--- src/rtl/pe_feed_pkg.sv ---
// Shared types and default widths/latencies for the PE feed sequencer.
// Imported by the delay line, the interface and the top-level controller.
package pe_feed_pkg;

  localparam int CYCLE_NUM_WIDTH = 9;

  localparam int DEF_ARRAY_SIZE    = 16;
  localparam int DEF_OUTCOME_WIDTH = 32;
  localparam int DEF_ADDR_W_WIDTH  = 10;
  localparam int DEF_ADDR_V_WIDTH  = 10;
  localparam int DEF_ADDR_O_WIDTH  = 8;
  localparam int DEF_SRAM_LAT      = 1;
  localparam int DEF_PE_LAT        = 1;

  typedef enum logic [2:0] {
    ST_IDLE  = 3'd0,
    ST_FETCH = 3'd1,
    ST_DRAIN = 3'd2,
    ST_WRITE = 3'd3,
    ST_DONE  = 3'd4
  } state_e;

endpackage

--- src/rtl/pe_feed_ctrl_if.sv ---
// SRAM/PE-side bus of the feed sequencer. There is no back-pressure: a read issued with ren
// returns data SRAM_LAT cycles later, alu_start marks every cycle that data is valid, and wen_o is a single-cycle write.
interface pe_feed_ctrl_if
  import pe_feed_pkg::*;
#(
  parameter int ARRAY_SIZE    = DEF_ARRAY_SIZE,
  parameter int OUTCOME_WIDTH = DEF_OUTCOME_WIDTH,
  parameter int ADDR_W_WIDTH  = DEF_ADDR_W_WIDTH,
  parameter int ADDR_V_WIDTH  = DEF_ADDR_V_WIDTH,
  parameter int ADDR_O_WIDTH  = DEF_ADDR_O_WIDTH
) ();

  logic                                sram_ren_w;
  logic [ADDR_W_WIDTH-1:0]             sram_raddr_w;
  logic                                sram_ren_v;
  logic [ADDR_V_WIDTH-1:0]             sram_raddr_v;
  logic                                alu_start;
  logic [CYCLE_NUM_WIDTH-1:0]          cycle_num;
  logic [ARRAY_SIZE*OUTCOME_WIDTH-1:0] mul_outcome;
  logic                                sram_wen_o;
  logic [ADDR_O_WIDTH-1:0]             sram_waddr_o;
  logic [ARRAY_SIZE*OUTCOME_WIDTH-1:0] sram_wdata_o;

  modport master (
    output sram_ren_w, sram_raddr_w, sram_ren_v, sram_raddr_v,
    output alu_start, cycle_num,
    output sram_wen_o, sram_waddr_o, sram_wdata_o,
    input  mul_outcome
  );

  modport slave (
    input  sram_ren_w, sram_raddr_w, sram_ren_v, sram_raddr_v,
    input  alu_start, cycle_num,
    input  sram_wen_o, sram_waddr_o, sram_wdata_o,
    output mul_outcome
  );

endinterface

--- src/rtl/pe_feed_delay.sv ---
// DEPTH-stage shift register carrying {valid, step} so PE controls line up with SRAM read data.
// drained is high when nothing valid sits behind the output stage (the output holds the last one, if any).
module pe_feed_delay
  import pe_feed_pkg::*;
#(
  parameter int DEPTH = DEF_SRAM_LAT
) (
  input  logic                       clk,
  input  logic                       rst,
  input  logic                       in_valid,
  input  logic [CYCLE_NUM_WIDTH-1:0] in_step,
  output logic                       out_valid,
  output logic [CYCLE_NUM_WIDTH-1:0] out_step,
  output logic                       drained
);

  localparam int W = 1 + CYCLE_NUM_WIDTH;

  logic [W-1:0] stage_q [DEPTH];
  logic [W-1:0] stage_d [DEPTH];

  always_comb begin
    stage_d[0] = {in_valid, in_step};
    for (int s = 1; s < DEPTH; s++) begin
      stage_d[s] = stage_q[s-1];
    end
  end

  always_ff @(posedge clk or posedge rst) begin
    if (rst) begin
      for (int s = 0; s < DEPTH; s++) begin
        stage_q[s] <= '0;
      end
    end else begin
      stage_q <= stage_d;
    end
  end

  always_comb begin
    drained = !in_valid;
    for (int s = 0; s < DEPTH - 1; s++) begin
      if (stage_q[s][W-1]) drained = 1'b0;
    end
  end

  assign {out_valid, out_step} = stage_q[DEPTH-1];

endmodule

--- src/rtl/pe_feed_ctrl.sv ---
// Tile sequencer ahead of PE_core: issues k_len weight/vector reads, aligns alu_start/cycle_num
// to the read data, waits for the PE result to settle, writes it back and pulses done.
module pe_feed_ctrl
  import pe_feed_pkg::*;
#(
  parameter int ARRAY_SIZE    = DEF_ARRAY_SIZE,
  parameter int OUTCOME_WIDTH = DEF_OUTCOME_WIDTH,
  parameter int ADDR_W_WIDTH  = DEF_ADDR_W_WIDTH,
  parameter int ADDR_V_WIDTH  = DEF_ADDR_V_WIDTH,
  parameter int ADDR_O_WIDTH  = DEF_ADDR_O_WIDTH,
  parameter int SRAM_LAT      = DEF_SRAM_LAT,
  parameter int PE_LAT        = DEF_PE_LAT
) (
  input  logic                       clk,
  input  logic                       srst,
  input  logic                       start,
  input  logic [CYCLE_NUM_WIDTH-1:0] k_len,
  input  logic [ADDR_W_WIDTH-1:0]    w_base,
  input  logic [ADDR_V_WIDTH-1:0]    v_base,
  input  logic [ADDR_O_WIDTH-1:0]    o_addr,
  output logic                       busy,
  output logic                       done,
  output state_e                     dbg_state,
  pe_feed_ctrl_if.master             pe_bus
);

  localparam logic [2:0] PE_CNT_LAST = 3'(PE_LAT - 1);

  state_e                     state_q, state_d;
  logic [CYCLE_NUM_WIDTH-1:0] i_q, i_d;
  logic [2:0]                 pe_cnt_q, pe_cnt_d;
  logic [CYCLE_NUM_WIDTH-1:0] k_len_q, k_len_d;
  logic [ADDR_W_WIDTH-1:0]    w_base_q, w_base_d;
  logic [ADDR_V_WIDTH-1:0]    v_base_q, v_base_d;
  logic [ADDR_O_WIDTH-1:0]    o_addr_q, o_addr_d;

  logic                       fetch;
  logic                       dly_valid;
  logic [CYCLE_NUM_WIDTH-1:0] dly_step;
  logic                       drained;

  always_ff @(posedge clk or posedge srst) begin
    if (srst) begin
      state_q  <= ST_IDLE;
      i_q      <= '0;
      pe_cnt_q <= '0;
      k_len_q  <= '0;
      w_base_q <= '0;
      v_base_q <= '0;
      o_addr_q <= '0;
    end else begin
      state_q  <= state_d;
      i_q      <= i_d;
      pe_cnt_q <= pe_cnt_d;
      k_len_q  <= k_len_d;
      w_base_q <= w_base_d;
      v_base_q <= v_base_d;
      o_addr_q <= o_addr_d;
    end
  end

  always_comb begin
    state_d  = state_q;
    i_d      = i_q;
    pe_cnt_d = pe_cnt_q;
    k_len_d  = k_len_q;
    w_base_d = w_base_q;
    v_base_d = v_base_q;
    o_addr_d = o_addr_q;
    case (state_q)
      ST_IDLE: begin
        if (start) begin
          k_len_d  = k_len;
          w_base_d = w_base;
          v_base_d = v_base;
          o_addr_d = o_addr;
          i_d      = '0;
          state_d  = (k_len == '0) ? ST_DONE : ST_FETCH;
        end
      end
      ST_FETCH: begin
        // Compare against k_len-1 so a 9-bit counter covers k_len=511.
        if (i_q == k_len_q - 9'd1) begin
          i_d      = '0;
          pe_cnt_d = '0;
          state_d  = ST_DRAIN;
        end else begin
          i_d = i_q + 9'd1;
        end
      end
      ST_DRAIN: begin
        // Counting starts in the cycle the last aligned step is presented to the PE.
        if (drained) begin
          if (pe_cnt_q == PE_CNT_LAST) state_d = ST_WRITE;
          else                         pe_cnt_d = pe_cnt_q + 3'd1;
        end
      end
      ST_WRITE: state_d = ST_DONE;
      ST_DONE:  state_d = ST_IDLE;
      default:  state_d = ST_IDLE;
    endcase
  end

  assign fetch = (state_q == ST_FETCH);

  pe_feed_delay #(
    .DEPTH (SRAM_LAT)
  ) u_delay (
    .clk       (clk),
    .rst       (srst),
    .in_valid  (fetch),
    .in_step   (fetch ? i_q : '0),
    .out_valid (dly_valid),
    .out_step  (dly_step),
    .drained   (drained)
  );

  assign pe_bus.sram_ren_w   = fetch;
  assign pe_bus.sram_raddr_w = fetch ? (w_base_q + ADDR_W_WIDTH'(i_q)) : '0;
  assign pe_bus.sram_ren_v   = fetch;
  assign pe_bus.sram_raddr_v = fetch ? (v_base_q + ADDR_V_WIDTH'(i_q)) : '0;
  assign pe_bus.alu_start    = dly_valid;
  assign pe_bus.cycle_num    = dly_step;
  assign pe_bus.sram_wen_o   = (state_q == ST_WRITE);
  assign pe_bus.sram_waddr_o = (state_q == ST_WRITE) ? o_addr_q : '0;
  assign pe_bus.sram_wdata_o = pe_bus.mul_outcome;

  assign busy      = (state_q != ST_IDLE);
  assign done      = (state_q == ST_DONE);
  assign dbg_state = state_q;

endmodule

--- src/flat_wrapper.sv ---
// flat-port wrapper written by rule: the top's interface ports become plain ports
module pe_feed_ctrl_flat import pe_feed_pkg::*;
#(
  parameter int ARRAY_SIZE    = DEF_ARRAY_SIZE,
  parameter int OUTCOME_WIDTH = DEF_OUTCOME_WIDTH,
  parameter int ADDR_W_WIDTH  = DEF_ADDR_W_WIDTH,
  parameter int ADDR_V_WIDTH  = DEF_ADDR_V_WIDTH,
  parameter int ADDR_O_WIDTH  = DEF_ADDR_O_WIDTH,
  parameter int SRAM_LAT      = DEF_SRAM_LAT,
  parameter int PE_LAT        = DEF_PE_LAT
)
  (clk, srst, start, k_len, w_base, v_base, o_addr, busy, done, dbg_state, pe_bus_sram_ren_w, pe_bus_sram_raddr_w, pe_bus_sram_ren_v, pe_bus_sram_raddr_v, pe_bus_alu_start, pe_bus_cycle_num, pe_bus_sram_wen_o, pe_bus_sram_waddr_o, pe_bus_sram_wdata_o, pe_bus_mul_outcome);
  pe_feed_ctrl_if #(.ARRAY_SIZE(ARRAY_SIZE), .OUTCOME_WIDTH(OUTCOME_WIDTH), .ADDR_W_WIDTH(ADDR_W_WIDTH), .ADDR_V_WIDTH(ADDR_V_WIDTH), .ADDR_O_WIDTH(ADDR_O_WIDTH)) pe_bus_i ();
  input  logic clk;
  input  logic srst;
  input  logic start;
  input  logic [CYCLE_NUM_WIDTH-1:0] k_len;
  input  logic [ADDR_W_WIDTH-1:0] w_base;
  input  logic [ADDR_V_WIDTH-1:0] v_base;
  input  logic [ADDR_O_WIDTH-1:0] o_addr;
  output logic busy;
  output logic done;
  output state_e dbg_state;
  output wire logic [$bits(pe_bus_i.sram_ren_w)-1:0] pe_bus_sram_ren_w;
  output wire logic [$bits(pe_bus_i.sram_raddr_w)-1:0] pe_bus_sram_raddr_w;
  output wire logic [$bits(pe_bus_i.sram_ren_v)-1:0] pe_bus_sram_ren_v;
  output wire logic [$bits(pe_bus_i.sram_raddr_v)-1:0] pe_bus_sram_raddr_v;
  output wire logic [$bits(pe_bus_i.alu_start)-1:0] pe_bus_alu_start;
  output wire logic [$bits(pe_bus_i.cycle_num)-1:0] pe_bus_cycle_num;
  output wire logic [$bits(pe_bus_i.sram_wen_o)-1:0] pe_bus_sram_wen_o;
  output wire logic [$bits(pe_bus_i.sram_waddr_o)-1:0] pe_bus_sram_waddr_o;
  output wire logic [$bits(pe_bus_i.sram_wdata_o)-1:0] pe_bus_sram_wdata_o;
  input wire logic [$bits(pe_bus_i.mul_outcome)-1:0] pe_bus_mul_outcome;
  assign pe_bus_sram_ren_w = pe_bus_i.sram_ren_w;
  assign pe_bus_sram_raddr_w = pe_bus_i.sram_raddr_w;
  assign pe_bus_sram_ren_v = pe_bus_i.sram_ren_v;
  assign pe_bus_sram_raddr_v = pe_bus_i.sram_raddr_v;
  assign pe_bus_alu_start = pe_bus_i.alu_start;
  assign pe_bus_cycle_num = pe_bus_i.cycle_num;
  assign pe_bus_sram_wen_o = pe_bus_i.sram_wen_o;
  assign pe_bus_sram_waddr_o = pe_bus_i.sram_waddr_o;
  assign pe_bus_sram_wdata_o = pe_bus_i.sram_wdata_o;
  assign pe_bus_i.mul_outcome = pe_bus_mul_outcome;
  pe_feed_ctrl #(.ARRAY_SIZE(ARRAY_SIZE), .OUTCOME_WIDTH(OUTCOME_WIDTH), .ADDR_W_WIDTH(ADDR_W_WIDTH), .ADDR_V_WIDTH(ADDR_V_WIDTH), .ADDR_O_WIDTH(ADDR_O_WIDTH), .SRAM_LAT(SRAM_LAT), .PE_LAT(PE_LAT)) u_core (.clk(clk), .srst(srst), .start(start), .k_len(k_len), .w_base(w_base), .v_base(v_base), .o_addr(o_addr), .busy(busy), .done(done), .dbg_state(dbg_state), .pe_bus(pe_bus_i));
endmodule
--- config.mk ---
export PLATFORM = sky130hd
export DESIGN_NAME = pe_feed_ctrl_flat
export DESIGN_NICKNAME = d
export VERILOG_FILES = /design/src/rtl/pe_feed_pkg.sv /design/src/rtl/pe_feed_ctrl_if.sv /design/src/rtl/pe_feed_delay.sv /design/src/rtl/pe_feed_ctrl.sv /design/src/flat_wrapper.sv
export SDC_FILE = /design/constraint.sdc
export NUM_CORES = 1
export LEC_CHECK = 0
export CAP_MARGIN = 15
export CORE_AREA = 4 4 432 434
export CTS_CLUSTER_DIAMETER = 120
export DETAILED_ROUTE_END_ITERATION = 10
export DIE_AREA = 0 0 436 438
export GPL_ROUTABILITY_DRIVEN = 0
export SKIP_CTS_REPAIR_TIMING = 1
export SLEW_MARGIN = 20
export SYNTH_ARGS = -nofsm -noshare
export SYNTH_HDL_FRONTEND = slang
export SYNTH_SLANG_ARGS = --single-unit
export TNS_END_PERCENT = 10
--- constraint.sdc ---
create_clock -name clk -period 3.85 [get_ports clk]
set_input_delay 0.5775 -clock clk [delete_from_list [all_inputs] [get_ports clk]]
set_output_delay 0.5775 -clock clk [all_outputs]
set_load 0.01 [all_outputs]
==> After elaboration in Yosys (flattened, before gate mapping) <==
Cells that the tools add are included.
{ "totals": {"ff_bits": 62, "out_inout_bits": 558, "word_cells": 47} }
{ "op_classes": {"addsub": 5, "n_eq_ne": 9, "muxes": 15, "reduce_logical": 10} }
{ "ops": {"columns": ["cell", "n"], "rows": [
  ["$mux W9", 3],
  ["$add A10 B9 Y10", 2],
  ["$mux W10", 2],
  ["$mux W3", 6],
  ["$pmux W9 S2", 1],
  ["$pmux W3 S4", 1],
  ["$add A9 B1 Y9 const B", 1],
  ["$eq A9 B9 Y1", 1],
  ["$logic_not A9 Y1", 1],
  ["$sub A9 B1 Y9 const B", 1],
  ["$mux W8", 1],
  ["$eq A3 B2 Y1 const B", 2],
  ["$logic_not A3 Y1", 2],
  ["$ne A2 B2 Y1 const B", 3],
  ["$pmux W3 S2", 1],
  ["$reduce_and A3 Y1", 2],
  ["$reduce_and A2 Y1", 2],
  ["$reduce_bool A2 Y1", 2],
  ["$add A3 B1 Y3 const B", 1],
  ["$eq A3 B1 Y1 const B", 1],
  ["$eq A3 B3 Y1 const B", 1],
  ["$reduce_bool A3 Y1", 1],
  ["$ne A2 B1 Y1 const B", 1]
]} }

==> Longest topological paths before layout <==
{ "logic_depth": {"word_depth": 4, "mapped_depth": 9} }

==> Cells and area by module <==
From an unflattened synthesis, not the netlist that was laid out.
{ "unflattened": {"cells_unflattened": 868, "area_unflattened_um2": 7554.7} }
{ "by_module_without_submodules": {"columns": ["mod", "n_inst", "cells_per_inst", "area_each_um2", "seq_area_each_um2"], "rows": [
  ["pe_feed_ctrl", 1, 856, 7297.0, 1301.2],
  ["pe_feed_delay", 1, 12, 257.7, 250.2]
]} }

==> Worst setup path after synthesis <==
Ideal clock, no wire load.
{ "synth_timing": {"path_type": "reg-to-output", "from": "register u_core.i_q[0]", "to": "output pe_bus_sram_raddr_w[8]", "arrival_ns": 2.206, "path_slack_ns": 1.066, "path_stages_with_launch": 9, "path_cell_list": "dfrtp_1 -> ha_1 -> fa_1 -> a21o_1 -> a21oi_1 -> o21bai_1 -> a2111oi_0 -> o211ai_1 -> nand2_1"} }
{ "synth_between": {"elab_chain_len": 2} }
{ "synth_lines": {"columns": ["element", "line", "source"], "rows": [
  ["start: declaration", "pe_feed_ctrl.sv:30", "logic [CYCLE_NUM_WIDTH-1:0] i_q, i_d;"],
  ["start signal: assignment", "pe_feed_ctrl.sv:53", "i_q <= i_d;"],
  ["$add A10 B9 Y10", "pe_feed_ctrl.sv:119", "assign pe_bus.sram_raddr_w = fetch ? (w_base_q + ADDR_W_WIDTH'(i_q)) : '0;"],
  ["$mux W10", "pe_feed_ctrl.sv:119", null],
  ["end: declaration", "flat_wrapper.sv:25", "output wire logic [$bits(pe_bus_i.sram_raddr_w)-1:0] pe_bus_sram_raddr_w;"]
]} }
Every way passes these cells.

==> Worst setup path in the final report <==
{ "layout_timing": {"from": "register u_core.i_q[1]", "to": "output pe_bus_sram_raddr_w[7]"} }
The elaborated chain is that of the path after synthesis.

==> flow_metrics.env <==
export IMPL_status="finished clean"
export IMPL_finalHoldViolCount=0
export IMPL_ys_flop_type="dfrtp_1"
export IMPL_syn_area_sq_um=7570
export IMPL_fp_row_count=157
export IMPL_num_io_pins=1110
export IMPL_synthSimpleGateAreaFrac_pct=13.2
export IMPL_cap_viol_max_count=0
export IMPL_syn_area_per_cell_sq_um=8.06
export IMPL_vdd_ir_drop_max_mv=0.194
export IMPL_cp_start_kind="flip-flop"
export IMPL_clk_pin_slew_ns=0.06
export IMPL_p_int_mw=2.47
export IMPL_nFillCells=21642
export IMPL_track_usage_pct=10.1
export IMPL_critPathKind="flip-flop to output port"
export IMPL_switching_power_mw=2.15
export IMPL_synth_fa_ha_area_share_pct=4.16
export IMPL_h_tree_depth=3
export IMPL_clk_path_buf_depth=2
export IMPL_area_delta_synth_final_pct=4.94
export IMPL_die_w_um=436
export IMPL_port_buffers=85
export IMPL_clk_latency_ns=0.39
export IMPL_grt_pass1_wl_um=111000
export IMPL_worst_slew_pin_transition_ns=0.814
export IMPL_leakagePower_nw=2.36
export IMPL_required_ns=3.27
export IMPL_p_clk_share_pct=21.6
export IMPL_drc=0
export IMPL_wl_per_cell_um=34.6
export IMPL_post_synth_top_area_cell="buf_4"
export IMPL_drive_gt1_share_pct=8.62
export IMPL_dpl_cell_count=2891
export IMPL_worstPathArrival_ns=3.26
export IMPL_vias_per_cell=1.58
export IMPL_wl_um=101000
export IMPL_synthCells=940
export IMPL_grt_pass1_vias=4712
export IMPL_seq_area_frac_synth_pct=20.5
export IMPL_dp_hpwl_um=94400
export IMPL_critPathCaptureType="output port"
export IMPL_dr_pass1_iters=4
export IMPL_slew_viol_final=0
export IMPL_core_sq_um=183000
export IMPL_initial_core_util_pct=4.15
export IMPL_fin_area_sq_um=7950
export IMPL_relSlewSlack_pct=45.7
export IMPL_synth_xor_area_share_pct=2.66
export IMPL_die_h_um=438
export IMPL_place_ws_ns=0.375
export IMPL_max_freq_mhz=260
export IMPL_async_flop_share_pct=100
export IMPL_synth_top_area_share_pct=50.8
export IMPL_root_buffer="clkbuf_16"
export IMPL_power_share_combinational_pct=50.6
export IMPL_fin_cells=2909
export IMPL_layout_nets=1093
export IMPL_power_share_sequential_pct=27.8
export IMPL_ant_nets=0
export IMPL_rsz0062_at_grt="yes"
export IMPL_numCtsBuffers=9
export IMPL_path_max_fanout=10
export IMPL_synth_compound_area_share_pct=6.21
export IMPL_syn_nets=1516
export IMPL_synthDistinctLibCells=54
export IMPL_antenna_found_initial=28
export IMPL_grt_overflow=0
export IMPL_placedInstanceArea_sq_um=7590
export IMPL_die_area_sq_um=191000
export IMPL_finalCriticalPeriod_ns=3.84
export IMPL_period_share_pct=99.7
export IMPL_grt_max_degree=36
export IMPL_worst_slack_ns=0.00972
export IMPL_dr_total_vias=4602
export IMPL_fin_worst_skew_ns=0.0121
export IMPL_yosysWarningCount=0
export IMPL_drt_iter0_drc=270
export IMPL_sw_frac_of_total_pct=46.6
export IMPL_cts_tree="done"
export IMPL_clkSinkCount=62
export IMPL_ys_seq_elements=62
export IMPL_setup_viol=0
export IMPL_synth_top_family_by_area="buffers and inverters"
export IMPL_synth_area_leaders="buf_4 51%, dfrtp_1 20%, nand2_1 6.2%, ha_1 3.6%, and2_1 1.9%"
export IMPL_synth_edf_count=0
export IMPL_muxShareOfSynthArea_pct=0.661
export IMPL_hold_class="flip-flop to flip-flop"
export IMPL_p_per_area_nw_per_um2=581
[stage by stage]
stage          setup TNS, ns  util [%]  hold WS (ns)  power, mW
3_5_place_dp               0      4.16         0.454       3.66
4_1_cts               -0.167      4.34         0.479       4.72
6_report                   0      4.35         0.484       4.61
5_1_grt               -0.105      4.35         0.504       4.91
3_3_place_gp               0      4.16         0.458       3.64
2_1_floorplan              0         -         0.437       2.93
[power by group through the flow]
stage	clock network (mW)	logic [mW]	registers [mW]
finish	0.998	2.34	1.28
detailed placement	0	2.35	1.31
global route	1.05	2.54	1.31
global placement	0	2.33	1.31
CTS	1.05	2.36	1.31
floorplan	0	1.84	1.10
[cell type report]
class / count / area (sq um) / share of cell area (%)
Inverter: 17 / 63.8 / 0.803
Tap cell: 2385 / 2980 / 37.5
Clock inverter: 7 / 105 / 1.32
Clock buffer: 9 / 225 / 2.83
Antenna cell: 2 / 5.00 / 0.0630
Timing Repair Buffer: 94 / 953 / 12.0
Multi-Input combinational cell: 333 / 2060 / 25.9
Sequential cell: 62 / 1550 / 19.5
[cells by family (layout without fill, tap and decap cells)]
| group | Yosys count | count (layout) |
|---|---|---|
| fa+ha+maj | 24 | 24 |
| simple gates | 215 | 215 |
| other cells | 0 | 2 |
| flops | 62 | 62 |
| xor+xnor | 23 | 23 |
| mux | 5 | 5 |
| compound gates | 66 | 66 |
| buf+inv | 545 | 127 |
[worst max-delay path, stage by stage (launching register included)]
cell and delay, ns:
dfrtp_2 0.49, ha_1 0.29, a21o_1 0.18, a21oi_1 0.22, o21bai_1 0.15, a2111oi_1 0.58, o21ai_0 0.18, a21oi_1 0.22
clkdlybuf4s50_1 0.58
[synth_stat cells, types with 3 or more instances]
library cell  number
or3_1              4
xnor2_1           15
o22ai_1            3
xor2_1             8
buf_4            513
a2111oi_0          5
clkbuf_1           7
nor2_1            25
inv_1             17
mux2i_1            5
o21bai_1           4
or2_2              3
o21ai_0            7
buf_1              3
ha_1              22
a31oi_1            4
o31ai_1            3
nand2_1          125
nand3_1            9
a21oi_1           19
or4_1              3
a21o_1             5
nor3_1             5
o211ai_1           3
and2_1            23
dfrtp_1           62
and3_1             3
buf_2              4
[worst paths after layout]
path	slack, ns	start	end	cells after the start
min	0.48	u_core.o_addr_q[1]	u_core.o_addr_q[1]	2
min in group asynchronous	0.67	srst	u_core.v_base_q[9]	2
max reg2reg	1.02	u_core.k_len_q[0]	u_core.i_q[7]	8
min reg2reg	0.48	u_core.o_addr_q[1]	u_core.o_addr_q[1]	2
max	0.01	u_core.i_q[1]	pe_bus_sram_raddr_w[7]	8
max in group asynchronous	2.47	srst	u_core.i_q[1]	3
[cells in the final DEF (no fill, tap or decap), drive strengths merged, types with 10 or more instances in the layout]
master,instances
nand2,126
clkdlybuf4s50,84
dfrtp,62
nor2,25
and2,23
ha,22
inv,20
a21oi,19
xnor2,15
buf,10
[flip-flops by register name, indices dropped and copies added, names as in the netlist]
| register | flops |
|---|---|
| u_core.u_delay.stage_q | 10 |
| u_core.v_base_q | 10 |
| u_core.w_base_q | 10 |
| u_core.i_q | 9 |
| u_core.k_len_q | 9 |
| u_core.o_addr_q | 8 |
| u_core.dbg_state | 3 |
| u_core.pe_cnt_q | 3 |
[metal layers]
metal | GRT usage (%) | vias to the layer above | wire (um)
met5 | 1.59 | - | 411
met4 | 3.87 | 16 | 4120
met3 | 13.9 | 168 | 29200
met2 | 17.4 | 808 | 49200
met1 | 5.03 | 1985 | 17800
li1 | - | 1625 | -
(Power assumes the default switching activity.)
